**src/rtl/mem_port_arbiter_pkg.sv**
```systemverilog
// Shared types for the unified memory-port arbiter: FSM states, transaction
// owner, and the width of the fetch starvation counter.
package arb_pkg;

  typedef enum logic [1:0] {
    IDLE  = 2'd0,
    ISSUE = 2'd1,
    WAIT  = 2'd2
  } arb_state_t;

  typedef enum logic {
    OWN_I = 1'b0,
    OWN_D = 1'b1
  } owner_t;

  // Wide enough for MAX_WAIT up to 15.
  localparam int STARVE_W = 4;

endpackage

```
**src/rtl/mem_port_arbiter_if.sv**
```systemverilog
// Bundle of the fetch, data and memory-side handshake signals seen by the
// arbiter. The arbiter uses the master view; its environment uses the slave view.
interface mem_port_arbiter_if #(
  parameter int XLEN = 32
);

  // Instruction-fetch requester
  logic              IReq;
  logic [XLEN-1:0]   IAdr;
  logic [31:0]       IRdata;
  logic              IDone;

  // Load/store requester
  logic              DReq;
  logic              DWriteEn;
  logic [XLEN/8-1:0] DByteEn;
  logic [XLEN-1:0]   DAdr;
  logic [XLEN-1:0]   DWdata;
  logic [XLEN-1:0]   DRdata;
  logic              DDone;

  // Shared memory port
  logic              MemReq;
  logic              MemWriteEn;
  logic [XLEN/8-1:0] MemByteEn;
  logic [XLEN-1:0]   MemAdr;
  logic [XLEN-1:0]   MemWdata;
  logic              MemGnt;
  logic              MemRValid;
  logic [XLEN-1:0]   MemRdata;

  modport master (
    input  IReq, IAdr,
    output IRdata, IDone,
    input  DReq, DWriteEn, DByteEn, DAdr, DWdata,
    output DRdata, DDone,
    output MemReq, MemWriteEn, MemByteEn, MemAdr, MemWdata,
    input  MemGnt, MemRValid, MemRdata
  );

  modport slave (
    output IReq, IAdr,
    input  IRdata, IDone,
    output DReq, DWriteEn, DByteEn, DAdr, DWdata,
    input  DRdata, DDone,
    input  MemReq, MemWriteEn, MemByteEn, MemAdr, MemWdata,
    output MemGnt, MemRValid, MemRdata
  );

endinterface

```
**src/rtl/mem_port_arbiter_pick.sv**
```systemverilog
// Winner select for the shared memory port: data has fixed priority, but a
// fetch that has lost MAX_WAIT arbitrations in a row is forced through.
module mem_arb_pick
  import arb_pkg::*;
#(
  parameter int MAX_WAIT = 4
) (
  input  logic   clk,
  input  logic   reset,
  input  logic   arb_en_i,   // high only while the arbiter sits in IDLE
  input  logic   ireq_i,
  input  logic   dreq_i,
  output logic   grant_o,    // some requester wins this cycle
  output owner_t owner_o
);

  localparam logic [STARVE_W-1:0] MAX_CNT = STARVE_W'(MAX_WAIT);

  logic [STARVE_W-1:0] starve_q, starve_d;
  logic                fetch_forced;

  // Pick the winner and work out the next starvation count.
  always_comb begin
    grant_o      = ireq_i | dreq_i;
    fetch_forced = (starve_q == MAX_CNT);
    owner_o      = (dreq_i && !(ireq_i && fetch_forced)) ? OWN_D : OWN_I;

    starve_d = starve_q;
    if (arb_en_i && grant_o) begin
      if (owner_o == OWN_I) begin
        starve_d = '0;
      end else if (ireq_i && (starve_q != MAX_CNT)) begin
        starve_d = starve_q + STARVE_W'(1);
      end
    end
  end

  // Starvation counter register; only moves during IDLE arbitration.
  always_ff @(posedge clk) begin
    if (reset) begin
      starve_q <= '0;
    end else begin
      starve_q <= starve_d;
    end
  end

endmodule

```
**src/rtl/mem_port_arbiter.sv**
```systemverilog
// Shares one request/grant memory port between instruction fetch and
// load/store. One transaction is in flight at a time: IDLE picks and latches
// a winner, ISSUE holds MemReq until granted, WAIT forwards the response.
module mem_port_arbiter
  import arb_pkg::*;
#(
  parameter int XLEN     = 32,
  parameter int MAX_WAIT = 4
) (
  input  logic                clk,
  input  logic                reset,
  mem_port_arbiter_if.master  bus
);

  arb_state_t        state_q;
  owner_t            owner_q;
  logic [XLEN-1:0]   adr_q;
  logic [XLEN-1:0]   wdata_q;
  logic              we_q;
  logic [XLEN/8-1:0] be_q;

  logic   pick_grant;
  owner_t pick_owner;
  logic   resp_hit;

  mem_arb_pick #(
    .MAX_WAIT (MAX_WAIT)
  ) u_pick (
    .clk      (clk),
    .reset    (reset),
    .arb_en_i (state_q == IDLE),
    .ireq_i   (bus.IReq),
    .dreq_i   (bus.DReq),
    .grant_o  (pick_grant),
    .owner_o  (pick_owner)
  );

  // Transaction FSM; the outbound payload is captured once in IDLE and held
  // untouched through ISSUE and WAIT.
  always_ff @(posedge clk) begin
    if (reset) begin
      state_q <= IDLE;
      owner_q <= OWN_I;
      adr_q   <= '0;
      wdata_q <= '0;
      we_q    <= 1'b0;
      be_q    <= '0;
    end else begin
      case (state_q)
        IDLE: begin
          if (pick_grant) begin
            owner_q <= pick_owner;
            if (pick_owner == OWN_D) begin
              adr_q   <= bus.DAdr;
              wdata_q <= bus.DWdata;
              we_q    <= bus.DWriteEn;
              be_q    <= bus.DWriteEn ? bus.DByteEn : '0;
            end else begin
              adr_q   <= bus.IAdr;
              wdata_q <= '0;
              we_q    <= 1'b0;
              be_q    <= '0;
            end
            state_q <= ISSUE;
          end
        end
        // A response arriving alongside the grant is not a completion.
        ISSUE: begin
          if (bus.MemGnt) begin
            state_q <= WAIT;
          end
        end
        WAIT: begin
          if (bus.MemRValid) begin
            state_q <= IDLE;
          end
        end
        default: state_q <= IDLE;
      endcase
    end
  end

  // Completion is combinational on MemRValid so Done lands in the response cycle.
  always_comb begin
    resp_hit       = (state_q == WAIT) && bus.MemRValid;
    bus.IDone      = resp_hit && (owner_q == OWN_I);
    bus.DDone      = resp_hit && (owner_q == OWN_D);
    bus.IRdata     = bus.IDone ? bus.MemRdata[31:0] : '0;
    bus.DRdata     = bus.DDone ? bus.MemRdata : '0;
    bus.MemReq     = (state_q == ISSUE);
    bus.MemWriteEn = we_q;
    bus.MemByteEn  = we_q ? be_q : '0;
    bus.MemAdr     = adr_q;
    bus.MemWdata   = wdata_q;
  end

endmodule

```
**src/flat_wrapper.sv**
```systemverilog
// flat-port wrapper written by rule: the top's interface ports become plain ports
module mem_port_arbiter_flat import arb_pkg::*;
#(
  parameter int XLEN     = 32,
  parameter int MAX_WAIT = 4
)
  (clk, reset, bus_IReq, bus_IAdr, bus_IRdata, bus_IDone, bus_DReq, bus_DWriteEn, bus_DByteEn, bus_DAdr, bus_DWdata, bus_DRdata, bus_DDone, bus_MemReq, bus_MemWriteEn, bus_MemByteEn, bus_MemAdr, bus_MemWdata, bus_MemGnt, bus_MemRValid, bus_MemRdata);
  mem_port_arbiter_if #(.XLEN(XLEN)) bus_i ();
  input  logic clk;
  input  logic reset;
  input wire logic [$bits(bus_i.IReq)-1:0] bus_IReq;
  input wire logic [$bits(bus_i.IAdr)-1:0] bus_IAdr;
  output wire logic [$bits(bus_i.IRdata)-1:0] bus_IRdata;
  output wire logic [$bits(bus_i.IDone)-1:0] bus_IDone;
  input wire logic [$bits(bus_i.DReq)-1:0] bus_DReq;
  input wire logic [$bits(bus_i.DWriteEn)-1:0] bus_DWriteEn;
  input wire logic [$bits(bus_i.DByteEn)-1:0] bus_DByteEn;
  input wire logic [$bits(bus_i.DAdr)-1:0] bus_DAdr;
  input wire logic [$bits(bus_i.DWdata)-1:0] bus_DWdata;
  output wire logic [$bits(bus_i.DRdata)-1:0] bus_DRdata;
  output wire logic [$bits(bus_i.DDone)-1:0] bus_DDone;
  output wire logic [$bits(bus_i.MemReq)-1:0] bus_MemReq;
  output wire logic [$bits(bus_i.MemWriteEn)-1:0] bus_MemWriteEn;
  output wire logic [$bits(bus_i.MemByteEn)-1:0] bus_MemByteEn;
  output wire logic [$bits(bus_i.MemAdr)-1:0] bus_MemAdr;
  output wire logic [$bits(bus_i.MemWdata)-1:0] bus_MemWdata;
  input wire logic [$bits(bus_i.MemGnt)-1:0] bus_MemGnt;
  input wire logic [$bits(bus_i.MemRValid)-1:0] bus_MemRValid;
  input wire logic [$bits(bus_i.MemRdata)-1:0] bus_MemRdata;
  assign bus_i.IReq = bus_IReq;
  assign bus_i.IAdr = bus_IAdr;
  assign bus_IRdata = bus_i.IRdata;
  assign bus_IDone = bus_i.IDone;
  assign bus_i.DReq = bus_DReq;
  assign bus_i.DWriteEn = bus_DWriteEn;
  assign bus_i.DByteEn = bus_DByteEn;
  assign bus_i.DAdr = bus_DAdr;
  assign bus_i.DWdata = bus_DWdata;
  assign bus_DRdata = bus_i.DRdata;
  assign bus_DDone = bus_i.DDone;
  assign bus_MemReq = bus_i.MemReq;
  assign bus_MemWriteEn = bus_i.MemWriteEn;
  assign bus_MemByteEn = bus_i.MemByteEn;
  assign bus_MemAdr = bus_i.MemAdr;
  assign bus_MemWdata = bus_i.MemWdata;
  assign bus_i.MemGnt = bus_MemGnt;
  assign bus_i.MemRValid = bus_MemRValid;
  assign bus_i.MemRdata = bus_MemRdata;
  mem_port_arbiter #(.XLEN(XLEN), .MAX_WAIT(MAX_WAIT)) u_core (.clk(clk), .reset(reset), .bus(bus_i));
endmodule
```
**config.mk**
```make
export PLATFORM = sky130hd
export DESIGN_NAME = mem_port_arbiter_flat
export DESIGN_NICKNAME = d
export VERILOG_FILES = /design/src/rtl/mem_port_arbiter_pkg.sv /design/src/rtl/mem_port_arbiter_if.sv /design/src/rtl/mem_port_arbiter_pick.sv /design/src/rtl/mem_port_arbiter.sv /design/src/flat_wrapper.sv
export SDC_FILE = /design/constraint.sdc
export NUM_CORES = 1
export LEC_CHECK = 0
export CORE_AREA = 2 2 107 109
export CTS_BUF_LIST = sky130_fd_sc_hd__clkbuf_8
export DETAILED_ROUTE_END_ITERATION = 8
export DIE_AREA = 0 0 109 111
export GPL_TIMING_DRIVEN = 0
export PLACE_DENSITY = 0.8
export REMOVE_ABC_BUFFERS = 1
export SYNTH_ARGS = -nofsm -noshare
export SYNTH_HDL_FRONTEND = slang
export SYNTH_SLANG_ARGS = --single-unit
```
**constraint.sdc**
```tcl
create_clock -name clk -period 2 [get_ports clk]
set_input_delay 0.3 -clock clk [delete_from_list [all_inputs] [get_ports clk]]
set_output_delay 0.3 -clock clk [all_outputs]
set_load 0.1 [all_outputs]
```
==> flow_summary.ini <==
[layout]
fin_nets = 871
final_cells = 879
drive_gt1_frac = 0.1769
layout_common_cells = 135 x clkdlybuf4s50_1, 73 x dfxtp_1, 70 x a21oi_1
synthToLayoutAreaGrowth_pct = 84.52
n_fill_cell = 934
layout_commonest_cell = clkdlybuf4s50_1
fin_area_um2 = 7129

[global_route]
grt_start_max_net_pins = 45
grt_pass1_wl_um = 24580
grt-ovfl-total = 0
grt_usage = 0.2566
antenna_found_initial = 1
grt_pass1_vias = 4760

[cts]
cts_tree = yes
clock_sinks = 76
cts_buffer_depth = 2
clk_pin_slew_ps = 90
cts-root-buf = clkbuf_8
cts_made_buffers = 9
cts_hold_buffers = 0
insertion_delay_ps = 350
cts-htree-levels = 3

[floorplan]
core.rowCount = 39
die-area_um2 = 12100
start_util = 0.3488
die_w_um = 109
die_h_um = 111
ioPinCount = 275
coreArea_um2 = 11080

[setup_path]
worstSetupEndpointType = output port
startpoint_type = register
cp_max_fo = 11
cp.arrival_ps = 1680
required_ps = 1700
worstSetupPathType = register to output port

[status]
status = complete, no violations

[route]
vias_per_cell = 5.537
wl_per_cell_um = 19.01
firstDrtPassIters = 4
antenna_left = 0
vias = 4867
drc_errors = 0
wirelength_um = 16710
drt_iter0_markers = 224

[sta]
finalHoldViolCount = 0
max_slew_margin = 0.3065
setup_violations = 0
timing.fmax_mhz = 506.3
slew_violations = 0
finalCritPeriodShare = 0.9876
rsz0062_at_grt = true
period_minus_slack_ps = 1975
skew_ps = 14.42
worstMarginPinSlew_ps = 1039

[placement]
placed_area_um2 = 6644
place.port_buffers = 274
gp_congestion = 0.8073
hpwl_um = 11300
dpl.cell_count = 846

[synth]
ys_warn_count = 0
synth_area_per_cell_um2 = 8.066
synthesis.area_um2 = 3864
ys_ff_latch = 76
yosysSeqAreaShare = 0.3938
syn_inst = 479
ys_types = 35

[power]
p_leak_uw = 0.002955
clock_power_share = 0.231
p_seq_frac = 0.359
p_sw_frac = 0.4445
vdd.ir_drop.worst_v = 0.0003979
p_sw_uw = 2130
powerDensity_nw_per_um2 = 672.2
pwr-share-comb = 0.410
p_int_uw = 2662

[worst_hold_path]
hold_path.class = input pin to register

[flow_run]
drv_cap = 0
[synth_stat cells (all sizes together)]
master  instances  area [µm²]
and4            1       8.760
or3b            1       8.760
a21oi          70       350.3
nor4            1       21.27
dfxtp          76        1521
a31oi           1       6.260
and2           68       425.4
nor2b           2       12.51
a21o            1       7.510
o21ai          65       325.3
nand3b          1       7.510
nand4b          1       8.760
nand2b          3       18.77
ha              2       25.02
nor3b           3       27.52
nor2            5       23.77
a311oi         32       280.3
nand2           5       18.77
inv             4       15.01
a22o            4       35.03
buf            24       147.6
and4b           1       11.26
nand3          33       165.2
clkbuf         33       123.9
nor3            2       15.01
o311ai          1       8.760
nand4          37       231.5
or2             2       12.52
[path summary, 6_finish.rpt]
check,startpoint,endpoint,slack (ps),depth (start not counted)
max reg2reg,u_core.u_pick.starve_q[0],u_core.bus.MemAdr[12],130,8
min,reset,u_core.state_q[1],470,2
min reg2reg,u_core.be_q[0],u_core.be_q[0],470,1
max,u_core.state_q[0],bus_DRdata[24],20,4
[kinds of logic (layout without fill, tap and decap cells)]
family                     Yosys count  in the layout  share of synthesized area
AOI/OAI and AO/OA                  174            174                     0.2623
adders and majority gates            2              2                   0.006476
buffers and inverters               61            314                    0.07416
DFF                                 76             76                     0.3938
other                                0              1                          0
and+or+nand+nor                    166            169                     0.2633
[critical path, stage by stage (launching register included)]
cell	delay [ps]
dfxtp_2	440
nor3b_4	310
buf_2	190
and2_1	200
buf_12	190
[power by group through the flow]
stage	registers, µW	logic, µW	clock network [µW]
finish	1720	1960	1110
global route	1740	2040	1190
CTS	1720	1950	1120
detailed placement	1750	2000	0
global placement	1740	1970	0
floorplan	2600	430	0
[sequential cells by signal, summed over array words and instances (netlist names)]
register / count
u_core.bus.MemWdata: 32
u_core.u_pick.starve_q: 4
u_core.bus.MemWriteEn: 1
u_core.bus.MemAdr: 32
u_core.owner_q: 1
u_core.be_q: 4
u_core.state_q: 2
[per-stage QoR]
step / hold slack [ps] / TNS (ps) / power (µW) / worst slack [ps] / util
after CTS: 442.7 / 0 / 4794 / 21.17 / 0.6188
after global routing: 492.5 / -579.9 / 4967 / -65.34 / 0.6436
final: 466.1 / 0 / 4792 / 24.70 / 0.6436
after floorplan: 369.1 / -165890 / 3026 / -1533 / -
after global placement: 456.2 / -305860 / 3716 / -3107 / 0.5880
after detailed placement: 448.1 / -149550 / 3757 / -1743 / 0.5998
[metal layers]
metal,part of all wire,GRT usage,routed length [µm],vias to the layer above
li1,-,-,-,2275
met1,0.35,0.2735,5850,2295
met2,0.51,0.4567,8552,236
met3,0.087,0.06996,1449,61
met4,0.051,0.1248,859,0
met5,0,0,0,-
[cell type report]
cell class,count,area (µm²),area share
Clock buffer,9,123.9,0.01737
Sequential cell,76,1528,0.2143
Antenna cell,1,2.502,0.0003510
Clock inverter,7,58.81,0.008249
Inverter,4,15.01,0.002106
Timing Repair Buffer,294,3062,0.4294
Multi-Input combinational cell,345,2161,0.3031
Tap cell,143,178.9,0.02510
[what timing repair did]
item	in CTS	in global routing
pin swaps	5	2
buffers inserted	11	1
gates resized for setup	516	70
endpoints found under the setup margin	203	55
cloned	4	0
No activity file was read; power rests on OpenSTA's default activity.
